### src/rtl/soc_irq_pkg.sv
// Shared definitions for the SoC interrupt controller: source count,
// register word addresses and the priority helper used to form int_id.
package soc_irq_pkg;

    localparam int NUM_IRQ = 4;
    localparam int ID_W    = 2;

    localparam logic [1:0] IRQ_ADDR_PENDING = 2'd0;
    localparam logic [1:0] IRQ_ADDR_MASK    = 2'd1;
    localparam logic [1:0] IRQ_ADDR_RAW     = 2'd2;
    localparam logic [1:0] IRQ_ADDR_ID      = 2'd3;

    // Bit 0 has the highest priority; an empty vector encodes as 0.
    function automatic logic [ID_W-1:0] lowest_set(input logic [NUM_IRQ-1:0] v);
        logic [ID_W-1:0] r;
        r = '0;
        for (int i = NUM_IRQ - 1; i >= 0; i--) begin
            if (v[i]) r = ID_W'(i);
        end
        return r;
    endfunction

endpackage

### src/rtl/irq_sync_edge.sv
// One interrupt source: multi-flop synchroniser, one history flop and the
// edge/level request select.
module irq_sync_edge #(
    parameter int SYNC_STAGES = 2,
    parameter bit EDGE_MODE   = 1'b1
) (
    input  logic clk,
    input  logic rst,
    input  logic src,
    output logic sync,
    output logic req
);

    logic [SYNC_STAGES-1:0] chain;
    logic                   prev;

    // NOTE: non-blocking assignments let every stage sample the previous
    // stage's old value, which is what makes this a shift chain.
    always_ff @(posedge clk) begin
        if (!rst) begin
            // NOTE: synchroniser and history flops are reset too, so a source
            // held high through reset shows up as a fresh rising edge.
            chain <= '0;
            prev  <= 1'b0;
        end else begin
            chain <= {chain[SYNC_STAGES-2:0], src};
            prev  <= chain[SYNC_STAGES-1];
        end
    end

    assign sync = chain[SYNC_STAGES-1];
    assign req  = EDGE_MODE ? (sync & ~prev) : sync;

endmodule

### src/rtl/irq_ctrl.sv
// Interrupt controller feeding the core's INT vector: per-source detection,
// pending/mask register window, acknowledge and priority-encoded ID.
module irq_ctrl
    import soc_irq_pkg::*;
#(
    parameter int                 NUM_SRC     = 4,
    parameter logic [NUM_SRC-1:0] EDGE_MODE   = 4'b1111,
    parameter int                 SYNC_STAGES = 2
) (
    input  logic               clk,
    input  logic               rst,
    input  logic [NUM_SRC-1:0] irq_src,
    input  logic               we,
    input  logic               re,
    input  logic [1:0]         addr,
    input  logic [31:0]        wdata,
    output logic [31:0]        rdata,
    input  logic               int_ack,
    input  logic [ID_W-1:0]    int_ack_id,
    output logic [NUM_SRC-1:0] INT,
    output logic [ID_W-1:0]    int_id,
    output logic               int_any
);

    logic [NUM_SRC-1:0] raw;
    logic [NUM_SRC-1:0] req;
    logic [NUM_SRC-1:0] pending;
    logic [NUM_SRC-1:0] pending_next;
    logic [NUM_SRC-1:0] mask;
    logic [NUM_SRC-1:0] clr;
    logic [NUM_SRC-1:0] active;
    logic [31:0]        rd_mux;

    // Upper write-data bits have no storage behind them.
    logic unused_wdata;
    assign unused_wdata = ^wdata[31:NUM_SRC];

    for (genvar i = 0; i < NUM_SRC; i++) begin : g_src
        irq_sync_edge #(
            .SYNC_STAGES(SYNC_STAGES),
            .EDGE_MODE  (EDGE_MODE[i])
        ) u_sync (
            .clk (clk),
            .rst (rst),
            .src (irq_src[i]),
            .sync(raw[i]),
            .req (req[i])
        );
    end

    assign active = pending & mask;

    always_comb begin
        // NOTE: every output of this block gets a default first, so no path
        // leaves a value unassigned and no latch is inferred.
        clr    = '0;
        rd_mux = '0;
        if (we && addr == IRQ_ADDR_PENDING) clr = wdata[NUM_SRC-1:0];
        if (int_ack) clr[int_ack_id] = 1'b1;
        // Set after clear: a new request wins over W1C or ack in the same cycle.
        pending_next = (pending & ~clr) | req;

        case (addr)
            IRQ_ADDR_PENDING: rd_mux[NUM_SRC-1:0] = pending;
            IRQ_ADDR_MASK:    rd_mux[NUM_SRC-1:0] = mask;
            IRQ_ADDR_RAW:     rd_mux[NUM_SRC-1:0] = raw;
            IRQ_ADDR_ID:      rd_mux = {27'b0, int_any, 2'b0, int_id};
            default:          rd_mux = '0;
        endcase
    end

    always_ff @(posedge clk) begin
        if (!rst) begin
            pending <= '0;
            mask    <= '0;
            INT     <= '0;
            int_any <= 1'b0;
            int_id  <= '0;
            rdata   <= '0;
        end else begin
            pending <= pending_next;
            if (we && addr == IRQ_ADDR_MASK) mask <= wdata[NUM_SRC-1:0];
            INT     <= active;
            int_any <= |active;
            int_id  <= lowest_set(active);
            // Read mux sees pre-write state, so read-during-write returns old data.
            if (re) rdata <= rd_mux;
        end
    end

endmodule

### config.mk
export PLATFORM = sky130hd
export DESIGN_NAME = irq_ctrl
export DESIGN_NICKNAME = d
export VERILOG_FILES = /design/src/rtl/soc_irq_pkg.sv /design/src/rtl/irq_sync_edge.sv /design/src/rtl/irq_ctrl.sv
export SDC_FILE = /design/constraint.sdc
export NUM_CORES = 1
export LEC_CHECK = 0
export CAP_MARGIN = 25
export CORE_MARGIN = 5
export CORE_UTILIZATION = 36
export DETAILED_ROUTE_END_ITERATION = 8
export HOLD_SLACK_MARGIN = 0.15
export MAX_ROUTING_LAYER = met4
export PLACE_DENSITY = 0.79
export SLEW_MARGIN = 20
export SYNTH_ARGS = -nofsm -noshare
export SYNTH_HDL_FRONTEND = slang
export SYNTH_SLANG_ARGS = --single-unit
### constraint.sdc
create_clock -name clk -period 1.48 [get_ports clk]
set_clock_uncertainty 0.2 [all_clocks]
set_input_delay 0.296 -clock clk [delete_from_list [all_inputs] [get_ports clk]]
set_output_delay 0.296 -clock clk [all_outputs]
set_load 0.05 [all_outputs]
* Yosys cells after proc, flatten, opt, wreduce, memory -nomap -nowiden
Index checks and enable logic that the tools add are counted.
Operators by class: equal/unequal tests 3, multiplexer cells 9, reductions and logical operators 7, bitwise logic cells 14, order comparisons 2
Operators by type and width (count):
- one-hot mux 4 bit (4 select lines) | 1
- AND 4 bit | 2
- two-way mux 4 bit | 2
- bitwise OR 4 bit | 2
- NOT 1 bit | 5
- AND 1 bit | 4
- equality test 2 bit (second input constant) | 2
- two-way mux 2 bit | 2
- NOT 4 bit | 1
- OR reduction 4 bit | 1
- logical AND 1 bit | 3
- less-than comparator 2 x 3 -> 1 bit (second input constant) | 1
- two-way mux 1 bit | 3
- OR reduction 3 bit | 1
- demux 1 bit (select 2 bit) | 1
- equality test 2 x 1 -> 1 bit (second input constant) | 1
- greater-or-equal comparator 2 x 1 -> 1 bit (second input constant) | 1
- logical NOT 2 bit | 1
- OR reduction 2 bit | 1
Storage, ports and cells: logic and storage cells 50, register bits after elaboration 59, output and inout bits 39

* Depth between registers and ports, before layout
depth after elaboration 9, depth in mapped cells 4, mapped depth without buffers 3

* By module
From an unflattened synthesis, not the netlist that was laid out.
Unflattened totals: cells, all modules 142, area total of the unflattened synthesis 1425.1 um^2
By module, submodules not included:
- irq_ctrl | cells an instance 114, area an instance 1054.8 um^2, instances 1, seq. area each 400.4 um^2
- irq_sync_edge | cells an instance 7, area an instance 92.6 um^2, instances 4, seq. area each 60.1 um^2

* Least setup slack after synthesis
No wires, ideal clock.
path kind register to register, start point register int_id[0], end point register rdata[0], arrival 1139 ps, setup time 128 ps, setup slack 13 ps, clock period less this slack 1467 ps, path buffers 0, cell stages (with the launch flop) 4, path through dfxtp_1 -> mux4_2 -> mux2i_1 -> nor2_1
On the way: longest elaborated chain between the ends 1
RTL lines:
- from (decl) | line irq_ctrl.sv:21 | output logic [ID_W-1:0] int_id,
- from (signal assigned) | line irq_ctrl.sv:85 | int_id <= lowest_set(active);
- one-hot mux 4 bit (4 select lines) | line irq_ctrl.sv:63 | case (addr)
- to (signal assigned) | line irq_ctrl.sv:87 | if (re) rdata <= rd_mux;
- to (decl) | line irq_ctrl.sv:17 | output logic [31:0] rdata,
Every way passes these cells. A chain may end at the register's enable or synchronous reset.

* Worst setup path in the final report
start point input we, end point register pending[3]
On the way: longest elaborated chain between the ends 7
RTL lines:
- from (decl) | line irq_ctrl.sv:13 | input logic we,
- logical AND 1 bit * | line irq_ctrl.sv:58 | if (we && addr == IRQ_ADDR_PENDING) clr = wdata[NUM_SRC-1:0];
- two-way mux 4 bit * | line irq_ctrl.sv:58
- bitwise OR 4 bit (no line)
- two-way mux 4 bit * | line irq_ctrl.sv:59 | if (int_ack) clr[int_ack_id] = 1'b1;
- NOT 4 bit * | line irq_ctrl.sv:61 | pending_next = (pending & ~clr) | req;
- AND 4 bit * | line irq_ctrl.sv:61
- bitwise OR 4 bit * | line irq_ctrl.sv:61
- to (signal assigned) | line irq_ctrl.sv:81 | pending <= pending_next;
- to (decl) | line irq_ctrl.sv:27 | logic [NUM_SRC-1:0] pending;
Every way passes the cells marked *; elsewhere a longest branch is shown, timed or not.

==> summary.md <==
| Metric | Value |
|---|---|
| Status | `complete, no violations` |
| Switching pwr | `between 0.0005 and 0.0006 W` |
| DR DRC count | `0` |
| Syn Inst Count | `138` |
| Area grow syn2layout | `33.5%` |
| Synth warn | `0` |
| Hold Violations, Final | `0` |
| Hold path depth | `1` |
| Post-DP HPWL | `2.11 mm` |
| Worst-path clk slew | `0.06 ns` |
| Worst-path cell chain | `clkdlybuf4s50_1 > nor3b_2 > nand2_1 > a41o_1` |
| Synth top area cells | `dfxtp_1, buf_4, mux2i_1, and2_1, mux4_2` |
| Maximum VDD drop | `about 0.00043 V` |
| Unrepaired setup endpoints after global routing | `no` |
| HP Class | `reg2reg` |
| Setup violations, final | `0` |
| Post-synthesis sequential area ratio | `0.471` |
| Antenna viol nets, final | `0` |
| Switching share of power | `0.283` |
| Root Driver | `clkbuf_8` |
| CTS buffer count | `5` |
| Congestion Overflow GR | `0` |
| Fraction of registers with async set/reset | `0` |
| Share of the synthesized area in the top cell type | `0.471` |
| Clock power frac | `0.354` |
| CP Buf/Inv Count | `1` |
| Internal power | `around 0.0014 W` |
| Final #Nets | `217` |
| PwrDens | `approximately 1000 nW/um^2` |
| # IOs | `84` |
| Wire length per cell | `11.8 um` |
| Final GP Congestion | `0.831` |
| Synthesis-stage register bit count | `32` |
| Initial antenna violation count | `0` |
| Sequential Power Share | `0.477` |
| Largest net degree at the start of global routing | `12` |
| Comb pwr share | `0.169` |
| Finished Layout Cells | `between 200 and 250` |
| Worst endpoint required time | `1.45 ns` |
| Later-pin clock latency in the skew report | `0.28 ns` |
| Crit start category | `input pin` |
| Slowest stage cell, crit path | `clkdlybuf4s50_1` |
| H-tree levels | `2` |
| Fin crit share | `0.931` |
| # placed instances | `213` |
| Avg Inst Size Synth | `9.86 sq um` |
| Layout cell share with drive strength beyond 1 | `0.156` |
| Via/cell ratio | `4.22` |
| Vias | `933` |
| FMAX | `slightly above 700 MHz` |
| PortBufs | `28` |
| Die Span Y | `approximately 71 um` |
| Core area | `3660 sq um` |
| Max incr delay on CP | `0.49 ns` |
| Post-Syn Area | `1360 sq um` |
| Num rows | `22` |
| Initial Utilization | `0.372` |
| Count leader, synth | `dfxtp_1` |
| WP data arrival | `1.35 ns` |
| Post-synth EDFFs | `0` |
| GRT Resource Usage Total | `0.111` |
| Final Util | `0.496` |
| WP depth | `4` |
| Primary FF master, synth | `dfxtp_1` |
| Crit Path Class | `in2reg` |
| Iter 0 DRT Violations | `97` |
| Antenna Cells | `0` |
| Most frequent cells after synthesis | `dfxtp_1, buf_4, and2_1, nand2_1, nor2_1` |
| Power Total | `0.00191 W` |
| Die width | `71.5 um` |
| FF-to-FF path depth | `3` |
| Die ar. | `5110 sq um` |
| Longest Clk Path Bufs | `2` |
| Largest area contributor in the netlist | `dfxtp_1` |
| First-pass GRT wire length | `just over 4 mm` |
| Critical path's top delay family | `buffers and inverters` |
| Clock sink count | `32` |
| Max-slew violations | `0` |
| Fillcell total | `between 300 and 400` |
| Final WL | `2.60 mm` |
| CTS tree | `done` |
| Post-CTS Hold Buffers | `0` |
| Max FO, Critical Path | `4` |
| Tmin final | `1.38 ns` |
| Distinct cell type count after synthesis | `30` |
| CP endpoint kind | `flop` |
| Leak Pwr | `0.819 nW` |
| Router iterations before antenna repair | `4` |
| Vias in the first global route | `898` |
| Max cap viols | `0` |
==> power by group through the flow <==
| stage | combinational (W) | sequential (W) | clock, W |
|---|---|---|---|
| after floorplan | 0.000274 | 0.000938 | 0 |
| after global placement | 0.000320 | 0.000927 | 0 |
| after detailed placement | 0.000323 | 0.000928 | 0 |
| after CTS | 0.000322 | 0.000909 | 0.000700 |
| after global routing | 0.000341 | 0.000912 | 0.000730 |
| final | 0.000322 | 0.000909 | 0.000675 |
==> final timing paths <==
kind	start	slack, ns	endpoint
worst max-delay path	we	0.10	pending[3]
worst min-delay path	g_src[0].u_sync.prev	0.23	pending[0]
worst max register to register	int_id[1]	0.16	rdata[1]
worst min register to register	g_src[0].u_sync.prev	0.23	pending[0]
==> cells by family after synthesis <==
logic type | Yosys count | synth area share
muxes | 10 | 0.0919
AOI/OAI and AO/OA | 15 | 0.0790
DFF | 32 | 0.471
and+or+nand+nor | 43 | 0.172
other | 1 | 0.00275
buffers and inverters | 37 | 0.184
==> routing by layer <==
| layer | share of wire | GRT usage | up-vias | routed length [um] |
|---|---|---|---|---|
| met2 | 0.47 | 0.169 | 37 | 1240 |
| met1 | 0.41 | 0.127 | 416 | 1060 |
| met3 | 0.093 | 0.0351 | 7 | 241 |
| met5 | 0 | - | - | 0 |
| met4 | 0.025 | 0.0689 | 0 | 64 |
| li1 | - | - | 473 | - |
==> registers in the layout, indices dropped and copies added, names as in the netlist <==
signal,count
pending,4
g_src.u_sync.chain,8
g_src.u_sync.prev,4
rdata,5
int_any,1
INT,4
int_id,2
mask,4
==> layout make-up <==
class	count	area [sq um]	area share
clock buffers	8	90.1	0.0496
inverters	4	15.0	0.00826
flip-flops and latches	32	641	0.353
well taps	48	60.1	0.0331
repair buffers	34	443	0.244
multi-input cells	95	568	0.313
==> placed cells by master, fill, tap and decap left out, types with 4 or more instances in the layout <==
| master | instances |
|---|---|
| dfxtp_1 | 32 |
| conb_1 | 27 |
| clkdlybuf4s50_1 | 14 |
| and2_1 | 12 |
| buf_12 | 12 |
| nand2_1 | 9 |
| nor2_1 | 9 |
| mux2i_1 | 8 |
| clkbuf_8 | 6 |
| buf_4 | 6 |
| inv_1 | 4 |
| nand3b_1 | 4 |
==> per-stage QoR <==
step | TNS (ns) | setup WS (ns) | area [sq um] | hold slack [ns]
floorplan | 0 | 0.0130 | 1460 | 0.208
global placement | -5.28 | -0.399 | 1730 | 0.209
detailed placement | -5.52 | -0.435 | 1730 | 0.220
CTS | 0 | 0.0800 | 1820 | 0.230
global route | 0 | 0.0171 | 1820 | 0.240
finish | 0 | 0.103 | 1820 | 0.226
==> repair_timing <==
item                                    4_1_cts  5_1_grt
buffers inserted                              0        0
resized for setup                             2        0
endpoints found under the setup margin       12        0
Note: power is estimated with default switching activity, not from simulation.
